`src/rtl/riscv_lsu_iface_if.sv`:
```
// Bus bundle between a RISC-V core's load/store unit and a word-wide memory.
// It also defines the shared access-size codes (RISC-V funct3 encoding).
//   slave  modport: the LSU interface block (takes CPU requests and read data,
//                   drives ready/result/misaligned and the memory beat signals)
//   master modport: the requester side (core plus memory model)
`ifndef RISCV_LSU_SIZE_CODES
`define RISCV_LSU_SIZE_CODES
`define MASK_B  3'b000
`define MASK_H  3'b001
`define MASK_W  3'b010
`define MASK_BU 3'b100
`define MASK_HU 3'b101
`endif

interface riscv_lsu_iface_if;
  logic        cpu_req_in;
  logic        cpu_write_in;
  logic [31:0] cpu_addr_in;
  logic [31:0] cpu_data_in;
  logic [2:0]  cpu_size_in;
  logic        cpu_ready_out;
  logic [31:0] cpu_data_out;
  logic        cpu_valid_out;
  logic        cpu_misaligned_out;
  logic [31:0] mem_addr_out;
  logic [31:0] mem_data_out;
  logic [3:0]  mem_write_enable;
  logic [31:0] mem_data_in;

  modport slave (
    input  cpu_req_in, cpu_write_in, cpu_addr_in, cpu_data_in, cpu_size_in, mem_data_in,
    output cpu_ready_out, cpu_data_out, cpu_valid_out, cpu_misaligned_out,
           mem_addr_out, mem_data_out, mem_write_enable
  );

  modport master (
    output cpu_req_in, cpu_write_in, cpu_addr_in, cpu_data_in, cpu_size_in, mem_data_in,
    input  cpu_ready_out, cpu_data_out, cpu_valid_out, cpu_misaligned_out,
           mem_addr_out, mem_data_out, mem_write_enable
  );
endinterface

```
`src/rtl/riscv_lsu_iface.sv`:
```
// Load/store interface between a RISC-V core and a 32-bit word memory.
// Aligns byte/halfword/word accesses onto byte lanes, splits word-crossing
// accesses into two beats (or rejects them when ALLOW_MISALIGNED=0), and
// tracks outstanding loads to merge and extend the returned data.
// Ports:
//   clk_in  - clock
//   rst_in  - synchronous active-high reset
//   bus     - riscv_lsu_iface_if.slave (CPU request/response + memory beats)
//
// state | meaning
// IDLE  | ready for a request; single-beat and first beats issue here
// BEAT2 | issuing the second word of a crossing access; requests ignored
module riscv_lsu_iface #(
  parameter int READ_LATENCY     = 2,
  parameter bit ALLOW_MISALIGNED = 1'b1
) (
  input logic clk_in,
  input logic rst_in,
  riscv_lsu_iface_if.slave bus
);

  typedef enum logic {IDLE, BEAT2} state_t;

  typedef struct packed {
    logic       valid;
    logic [2:0] size;
    logic [1:0] offset;
    logic       crossing;
    logic       beat;
  } trk_t;

  state_t      state, state_nxt;
  logic [1:0]  off;
  logic [2:0]  nbytes;
  logic        legal, crossing, ready, accept, issue;
  logic [3:0]  base_mask;
  logic [7:0]  lane_wide;
  logic [63:0] data_wide;

  logic [29:0] b2_addr;
  logic [3:0]  b2_we;
  logic [31:0] b2_data;
  logic        b2_write;
  logic [2:0]  b2_size;
  logic [1:0]  b2_off;

  trk_t        trk [READ_LATENCY];
  trk_t        trk_in, tail;
  logic [31:0] hold;
  logic        mis_q;
  logic [63:0] raw;
  logic [31:0] load_word, ext;
  logic        valid;

  // Request decode. Lane mask and data are shifted into a double-word so the
  // low half is beat 1 and the high half is what spills into the next word.
  always_comb begin
    off    = bus.cpu_addr_in[1:0];
    legal  = 1'b1;
    nbytes = 3'd0;
    case (bus.cpu_size_in)
      `MASK_B, `MASK_BU: nbytes = 3'd1;
      `MASK_H, `MASK_HU: nbytes = 3'd2;
      `MASK_W:           nbytes = 3'd4;
      default:           legal  = 1'b0;
    endcase
    crossing = ({1'b0, off} + nbytes) > 3'd4;
    case (nbytes)
      3'd1:    base_mask = 4'b0001;
      3'd2:    base_mask = 4'b0011;
      3'd4:    base_mask = 4'b1111;
      default: base_mask = 4'b0000;
    endcase
    lane_wide = {4'b0000, base_mask} << off;
    data_wide = {32'h0, bus.cpu_data_in} << {off, 3'b000};
    ready     = (state == IDLE) && !rst_in;
    accept    = bus.cpu_req_in && ready;
    issue     = accept && (!crossing || ALLOW_MISALIGNED);
  end

  always_comb begin
    state_nxt            = state;
    bus.mem_addr_out     = {2'b00, bus.cpu_addr_in[31:2]};
    bus.mem_write_enable = 4'b0000;
    bus.mem_data_out     = 32'h0;
    trk_in               = '0;
    case (state)
      IDLE: begin
        if (issue) begin
          if (bus.cpu_write_in) begin
            if (legal) begin
              bus.mem_write_enable = lane_wide[3:0];
              bus.mem_data_out     = data_wide[31:0];
            end
          end else begin
            trk_in.valid    = 1'b1;
            trk_in.size     = bus.cpu_size_in;
            trk_in.offset   = off;
            trk_in.crossing = crossing;
            trk_in.beat     = 1'b0;
          end
          if (crossing) state_nxt = BEAT2;
        end
      end
      BEAT2: begin
        bus.mem_addr_out = {2'b00, b2_addr};
        if (b2_write) begin
          bus.mem_write_enable = b2_we;
          bus.mem_data_out     = b2_data;
        end else begin
          trk_in.valid    = 1'b1;
          trk_in.size     = b2_size;
          trk_in.offset   = b2_off;
          trk_in.crossing = 1'b1;
          trk_in.beat     = 1'b1;
        end
        state_nxt = IDLE;
      end
      default: state_nxt = IDLE;
    endcase
    // Reset aborts whatever beat is in flight, including a pending BEAT2.
    if (rst_in) begin
      bus.mem_write_enable = 4'b0000;
      bus.mem_data_out     = 32'h0;
      trk_in               = '0;
    end
  end

  always_ff @(posedge clk_in) begin
    if (rst_in) begin
      state <= IDLE;
      mis_q <= 1'b0;
      for (int i = 0; i < READ_LATENCY; i++) trk[i] <= '0;
    end else begin
      state  <= state_nxt;
      mis_q  <= accept && crossing && !ALLOW_MISALIGNED;
      trk[0] <= trk_in;
      for (int i = 1; i < READ_LATENCY; i++) trk[i] <= trk[i-1];
    end
  end

  // Datapath holding registers; only consumed when qualified by state/tracking.
  always_ff @(posedge clk_in) begin
    if (state == IDLE && issue) begin
      b2_addr  <= bus.cpu_addr_in[31:2] + 30'd1;
      b2_we    <= lane_wide[7:4];
      b2_data  <= data_wide[63:32];
      b2_write <= bus.cpu_write_in && legal;
      b2_size  <= bus.cpu_size_in;
      b2_off   <= off;
    end
    if (tail.valid && tail.crossing && !tail.beat) hold <= bus.mem_data_in;
  end

  // Load return: a crossing load pairs the captured first word (low) with the
  // second word (high) before shifting the selected bytes down to bit 0.
  always_comb begin
    tail      = trk[READ_LATENCY-1];
    raw       = tail.crossing ? {bus.mem_data_in, hold} : {32'h0, bus.mem_data_in};
    load_word = 32'(raw >> {tail.offset, 3'b000});
    valid     = tail.valid && !(tail.crossing && !tail.beat) && !rst_in;
    case (tail.size)
      `MASK_B:  ext = {{24{load_word[7]}}, load_word[7:0]};
      `MASK_BU: ext = {24'h0, load_word[7:0]};
      `MASK_H:  ext = {{16{load_word[15]}}, load_word[15:0]};
      `MASK_HU: ext = {16'h0, load_word[15:0]};
      `MASK_W:  ext = load_word;
      default:  ext = 32'h0;
    endcase
    bus.cpu_valid_out      = valid;
    bus.cpu_data_out       = valid ? ext : 32'h0;
    bus.cpu_misaligned_out = mis_q && !rst_in;
    bus.cpu_ready_out      = ready;
  end

endmodule
```
`src/flat_wrapper.sv`:
```
// flat-port wrapper written by rule: the top's interface ports become plain ports
module riscv_lsu_iface_flat 
#(
  parameter int READ_LATENCY     = 2,
  parameter bit ALLOW_MISALIGNED = 1'b1
)
  (clk_in, rst_in, bus_cpu_req_in, bus_cpu_write_in, bus_cpu_addr_in, bus_cpu_data_in, bus_cpu_size_in, bus_mem_data_in, bus_cpu_ready_out, bus_cpu_data_out, bus_cpu_valid_out, bus_cpu_misaligned_out, bus_mem_addr_out, bus_mem_data_out, bus_mem_write_enable);
  riscv_lsu_iface_if bus_i ();
  input logic clk_in;
  input logic rst_in;
  input wire logic [$bits(bus_i.cpu_req_in)-1:0] bus_cpu_req_in;
  input wire logic [$bits(bus_i.cpu_write_in)-1:0] bus_cpu_write_in;
  input wire logic [$bits(bus_i.cpu_addr_in)-1:0] bus_cpu_addr_in;
  input wire logic [$bits(bus_i.cpu_data_in)-1:0] bus_cpu_data_in;
  input wire logic [$bits(bus_i.cpu_size_in)-1:0] bus_cpu_size_in;
  input wire logic [$bits(bus_i.mem_data_in)-1:0] bus_mem_data_in;
  output wire logic [$bits(bus_i.cpu_ready_out)-1:0] bus_cpu_ready_out;
  output wire logic [$bits(bus_i.cpu_data_out)-1:0] bus_cpu_data_out;
  output wire logic [$bits(bus_i.cpu_valid_out)-1:0] bus_cpu_valid_out;
  output wire logic [$bits(bus_i.cpu_misaligned_out)-1:0] bus_cpu_misaligned_out;
  output wire logic [$bits(bus_i.mem_addr_out)-1:0] bus_mem_addr_out;
  output wire logic [$bits(bus_i.mem_data_out)-1:0] bus_mem_data_out;
  output wire logic [$bits(bus_i.mem_write_enable)-1:0] bus_mem_write_enable;
  assign bus_i.cpu_req_in = bus_cpu_req_in;
  assign bus_i.cpu_write_in = bus_cpu_write_in;
  assign bus_i.cpu_addr_in = bus_cpu_addr_in;
  assign bus_i.cpu_data_in = bus_cpu_data_in;
  assign bus_i.cpu_size_in = bus_cpu_size_in;
  assign bus_i.mem_data_in = bus_mem_data_in;
  assign bus_cpu_ready_out = bus_i.cpu_ready_out;
  assign bus_cpu_data_out = bus_i.cpu_data_out;
  assign bus_cpu_valid_out = bus_i.cpu_valid_out;
  assign bus_cpu_misaligned_out = bus_i.cpu_misaligned_out;
  assign bus_mem_addr_out = bus_i.mem_addr_out;
  assign bus_mem_data_out = bus_i.mem_data_out;
  assign bus_mem_write_enable = bus_i.mem_write_enable;
  riscv_lsu_iface #(.READ_LATENCY(READ_LATENCY), .ALLOW_MISALIGNED(ALLOW_MISALIGNED)) u_core (.clk_in(clk_in), .rst_in(rst_in), .bus(bus_i));
endmodule
```
`config.mk`:
```
export PLATFORM = sky130hd
export DESIGN_NAME = riscv_lsu_iface_flat
export DESIGN_NICKNAME = d
export VERILOG_FILES = /design/src/rtl/riscv_lsu_iface_if.sv /design/src/rtl/riscv_lsu_iface.sv /design/src/flat_wrapper.sv
export SDC_FILE = /design/constraint.sdc
export NUM_CORES = 1
export LEC_CHECK = 0
export CORE_ASPECT_RATIO = 1.5
export CORE_MARGIN = 4
export CORE_UTILIZATION = 49
export DETAILED_ROUTE_END_ITERATION = 12
export MAX_ROUTING_LAYER = met4
export PLACE_DENSITY = 0.82
export SYNTH_ARGS = -nofsm -noshare
export SYNTH_HDL_FRONTEND = slang
export SYNTH_SLANG_ARGS = --single-unit
```
`constraint.sdc`:
```
create_clock -name clk_in -period 8.8 [get_ports clk_in]
set_input_delay 1.32 -clock clk_in [delete_from_list [all_inputs] [get_ports clk_in]]
set_output_delay 1.32 -clock clk_in [all_outputs]
set_load 0.1 [all_outputs]
```
== After elaboration in Yosys (flattened, before gate mapping) ==
Memory sizes are Yosys's and may differ from the RTL's.
Index checks and enable logic that the tools add are counted.
Operators by class
  add/sub/neg operators: 2
  order comparisons: 1
  equal/unequal tests: 11
  shift-type cells: 3
  mux-type cells: 32
  bitwise operators: 3
  reduce and logical (&&, ||, !) cells: 17
Operators by type and width (count)
  32-bit 2-to-1 mux: 6
  32-bit case mux with 5 select lines: 1
  64-bit 2-to-1 mux: 1
  32-bit case mux with 2 select lines: 1
  32-bit by 5-bit left shift with 64-bit output: 1
  64-bit by 5-bit right shift with 32-bit output: 1
  8-bit 2-to-1 mux: 6
  30-bit by 1-bit adder with 30-bit output (second input constant): 1
  30-bit 2-to-1 mux: 1
  4-bit 2-to-1 mux: 5
  8-bit case mux with 2 select lines: 1
  3-bit == test (second input constant): 5
  4-bit case mux with 3 select lines: 1
  3-bit by 1-bit == test with 1-bit output (second input constant): 3
  3-bit by 2-bit == test with 1-bit output (second input constant): 3
  1-bit logical AND: 9
  3-bit case mux with 3 select lines: 1
  4-bit case mux with 2 select lines: 1
  4-bit by 2-bit left shift with 8-bit output: 1
  3-bit logical NOT: 2
  1-bit 2-to-1 mux: 6
  5-bit OR reduction: 1
  2-bit OR reduction: 2
  2-bit by 3-bit adder with 3-bit output: 1
  other kinds (5): 8
Word-level totals
  register bits: 105
  RAM bits: 16
  input bits: 103
  logic and storage cells: 78
  memories: 1
Memories
  u_core.trk: words 2, width 8, read ports 2, clocked after Yosys merged registers in 0, write ports 2, line riscv_lsu_iface.sv:47  | trk_t trk [READ_LATENCY];

== Longest topological paths before layout ==
  depth in word-level cells: 11
  depth in mapped cells: 7
  depth with buffers taken out: 7

== Least setup slack after synthesis ==
Ideal clock, no wire load.
  path kind: input -> output
  from: input rst_in
  to: output bus_mem_data_out[24]
  arrival time: 5895 ps
  required time: 7480 ps
  slack: 1585 ps
  stages: 5
  path buffers: 1
  cells stage by stage: or3b_1 -> buf_2 -> inv_1 -> nand2_1 -> a211oi_1
On the way
  cells in the longest elaborated chain, start to end: 6
RTL lines
  from (decl): line flat_wrapper.sv:10  | input logic rst_in;
  1-bit logical NOT: line riscv_lsu_iface.sv:76  | ready = (state == IDLE) && !rst_in;
  1-bit logical AND: line riscv_lsu_iface.sv:76
  1-bit logical AND: line riscv_lsu_iface.sv:77  | accept = bus.cpu_req_in && ready;
  32-bit 2-to-1 mux: line riscv_lsu_iface.sv:89  | if (issue) begin
  32-bit case mux with 2 select lines: line riscv_lsu_iface.sv:87  | case (state)
  32-bit 2-to-1 mux *: line riscv_lsu_iface.sv:122  | if (rst_in) begin
  to (decl): line flat_wrapper.sv:22  | output wire logic [$bits(bus_i.mem_data_out)-1:0] bus_mem_data_out;
Every way passes the cells marked *; elsewhere a longest branch is shown, timed or not.

== Final worst setup path ==
  from: input rst_in
  to: output bus_cpu_data_out[16]
On the way
  cells in the longest elaborated chain, start to end: 3
RTL lines
  1-bit logical NOT: line riscv_lsu_iface.sv:161  | valid = tail.valid && !(tail.crossing && !tail.beat) && !rst_in;
  1-bit logical AND: line riscv_lsu_iface.sv:161
  32-bit 2-to-1 mux: line riscv_lsu_iface.sv:171  | bus.cpu_data_out = valid ? ext : 32'h0;
  to (decl): line flat_wrapper.sv:18  | output wire logic [$bits(bus_i.cpu_data_out)-1:0] bus_cpu_data_out;
No other way between the ends.

==> impl_results.md <==
* FFs w/ async S/R, synth at 0
* FF+latch count, synth at 112
* GRT Util Overall at 0.241
* Post-route ant nets at 0
* Hold bufs inserted after CTS at 0
* Drt via density at 5.92
* Core box area at 14600 sq um
* Sequential fraction of the synthesis area at 0.437
* Outcome: finished clean
* Top cell type by total area after synthesis: edfxtp_1
* Number of cell rows at 54
* Most frequent cells in the layout: 202 x clkdlybuf4s50_1, 95 x edfxtp_1, 68 x mux2i_1, 65 x nor2_1
* Crit path required time at 7.48 ns
* Total design power at 1.31 mW
* First-pass GRT wire length at 31.7 mm
* Final Hold Vio Count at 0
* Wire per inst at 19.3 um
* Clock-pin slew on the worst setup and hold paths at 0.07 ns
* Share of cells above drive strength 1 at 0.103
* Crit path cell chain: clkdlybuf4s50_1 -> buf_4 -> nand2b_1 -> or3b_1 -> nand4b_1 -> o221ai_1 -> clkdlybuf4s50_1
* Initial DRT Pass Iterations at 7
* Max Clock Freq at 154 MHz
* CP most frequent cell: clkdlybuf4s50_1
* Width of the die at 108 um
* Post-Route Utilization at 0.661
* Ranking of synthesized cells by area: edfxtp_1 39%, mux2i_1 9.3%, mux2_2 6.6%
* Max transition margin at 0.260
* EDFF count, synth at 95
* Crit-path max FO at 39
* Top-area cell type share of the netlist area at 0.391
* Postcts setup bufs at 0
* Final setup TNS at 0 ns
* Vias in the first global route at 6229
* Final Skew at 0.00762 ns
* WL final at 20.2 mm
* Class of the worst hold path: flop to flop
* Initial Utilization at 0.501
* Setup CP Type: input port to output pin
* Leak at 3.19 nW
* Final period util at 0.738
* TritonCTS Sinks at 112
* CTS root buf: clkbuf_16
* Residual DRC count at 0
* Placer Congestion at 0.896
* HPWL after DPL at 14.7 mm
* DR iter-0 viols at 414
* Detailed-route via count at 6206
* Startpoint Class: input port
* RSZ-0062 raised after global routing: no
* PortBufs at 202
* Synth unique cells at 54
* Antenna violations before repair at 0
* Crit path from: rst_in
* RR Startpoint: u_core.trk[0][9]$_SDFF_PP0_
* Crit path DAT at 5.17 ns
* Synth Cell Area at 7300 sq um
* CTS tree: built
* Remaining global-route overflow at 0
* I/O Pins at 206
* CP max stage delay at 1.20 ns
* Met3 WL at 1.36 mm
* Power density over cell area at 136 nW/um^2
* Top FF cell, synth: edfxtp_1
* ANT cells at 0
* Layout area overhead at 32.0%
* Worst-Margin Slew at 1.11 ns
* Met2 WL post-DR at 10.4 mm
* DR top layer: met4
* Tmin final at 6.49 ns
* Critical path's slowest cell: clkdlybuf4s50_1
* CTS buffer count at 9
* Wl on met1 at 7.89 mm
* Worst VDD drop at 0.133 mV
* Avg Inst Size Synth at 10.7 sq um
* Resized cells post-CTS at 0
* Leading cell type in the layout, fill and taps excluded: clkdlybuf4s50_1
* Die Span Y at 158 um
* Crit. End Element: output pin
* Clock Latency Late Sink at 0.34 ns
* Synth warn at 0
* H-tree depth at 3
* Layout fillers at 1190
* Final count of negative-setup-slack endpoints at 0
* Slew Limit Fails at 0
* Pin count of the biggest net entering global routing at 64
* Layout Nets at 953
* CTS max path bufs at 2
* Synth Instances at 680
* Worst hold path startpoint: u_core.trk[0][6]$_SDFF_PP0_
* Maximum capacitance violations at 0
* Die Area at 17000 sq um
cell type report:
cell class	count	area [sq um]	share of cell area
clock buffers	11	233	0.0241
clock inverters	5	33.8	0.00350
inverters	14	52.6	0.00545
multi-input cells	500	3800	0.394
flip-flops and latches	112	3200	0.331
well taps	196	245	0.0254
repair buffers	210	2080	0.216
worst max-delay path, delay by kind of cell:
family,cells,cell delay (ns)
AND/OR/NAND/NOR,3,1.74
buffers and inverters,3,1.86
AO/OA/AOI/OAI,1,0.24
through the flow:
step | cell area, sq um | hold WS, ns | std cells | setup slack (ns)
after CTS | 9640 | 0.438 | 1048 | 2.32
after floorplan | 7310 | 0.414 | 682 | 1.58
after global placement | 9380 | 0.420 | 1032 | 2.46
after global routing | 9640 | 0.460 | 1048 | 2.02
after detailed placement | 9380 | 0.422 | 1032 | 2.36
final | 9640 | 0.438 | 1048 | 2.31
registers in the layout (all words and copies together) (netlist names):
register	cells
u_core.b2_addr	30
u_core.b2_data	24
u_core.b2_off	2
u_core.b2_size	3
u_core.b2_we	3
u_core.b2_write	1
u_core.hold	32
u_core.state	1
u_core.trk	16
report_power, final:
group          internal [mW]  switching, mW
Sequential             0.593        0.00697
Combinational          0.116          0.217
Clock                  0.192          0.183
Yosys cell counts, types with 13 or more instances:
master    instances
edfxtp_1         95
o21ai_0          33
mux4_2           17
dfxtp_1          17
nor2_1           65
clkbuf_1         24
o221ai_1         16
buf_2            23
a22oi_1          15
nand2_1          43
nand4_1          14
xnor2_1          26
nand3_1          17
and3_1           15
mux2_2           43
nor2b_1          20
mux2i_1          68
a21oi_1          13
final timing paths:
check / to / slack (ns) / depth (start not counted)
max: bus_cpu_data_out[16] / 2.31 / 7
min: u_core.trk[0][14]$_SDFF_PP0_ / 0.44 / 1
max reg2reg: u_core.hold[8]$_DFFE_PP_ / 6.45 / 4
min reg2reg: u_core.trk[0][14]$_SDFF_PP0_ / 0.44 / 1
cell families after synthesis:
group / after synthesis / share of synthesized area
compound gates: 129 / 0.122
buf+inv: 70 / 0.0435
mux: 128 / 0.212
fa+ha+maj: 3 / 0.00617
xor+xnor: 29 / 0.0348
simple gates: 208 / 0.144
other cells: 1 / 0.000513
flops: 112 / 0.437
metal layers:
metal	vias up	track usage
li1	2913	-
met1	2997	0.284
met2	259	0.406
met3	37	0.0492
met4	0	0.0884
met5	-	-
Note: power is estimated with default switching activity, not from simulation.
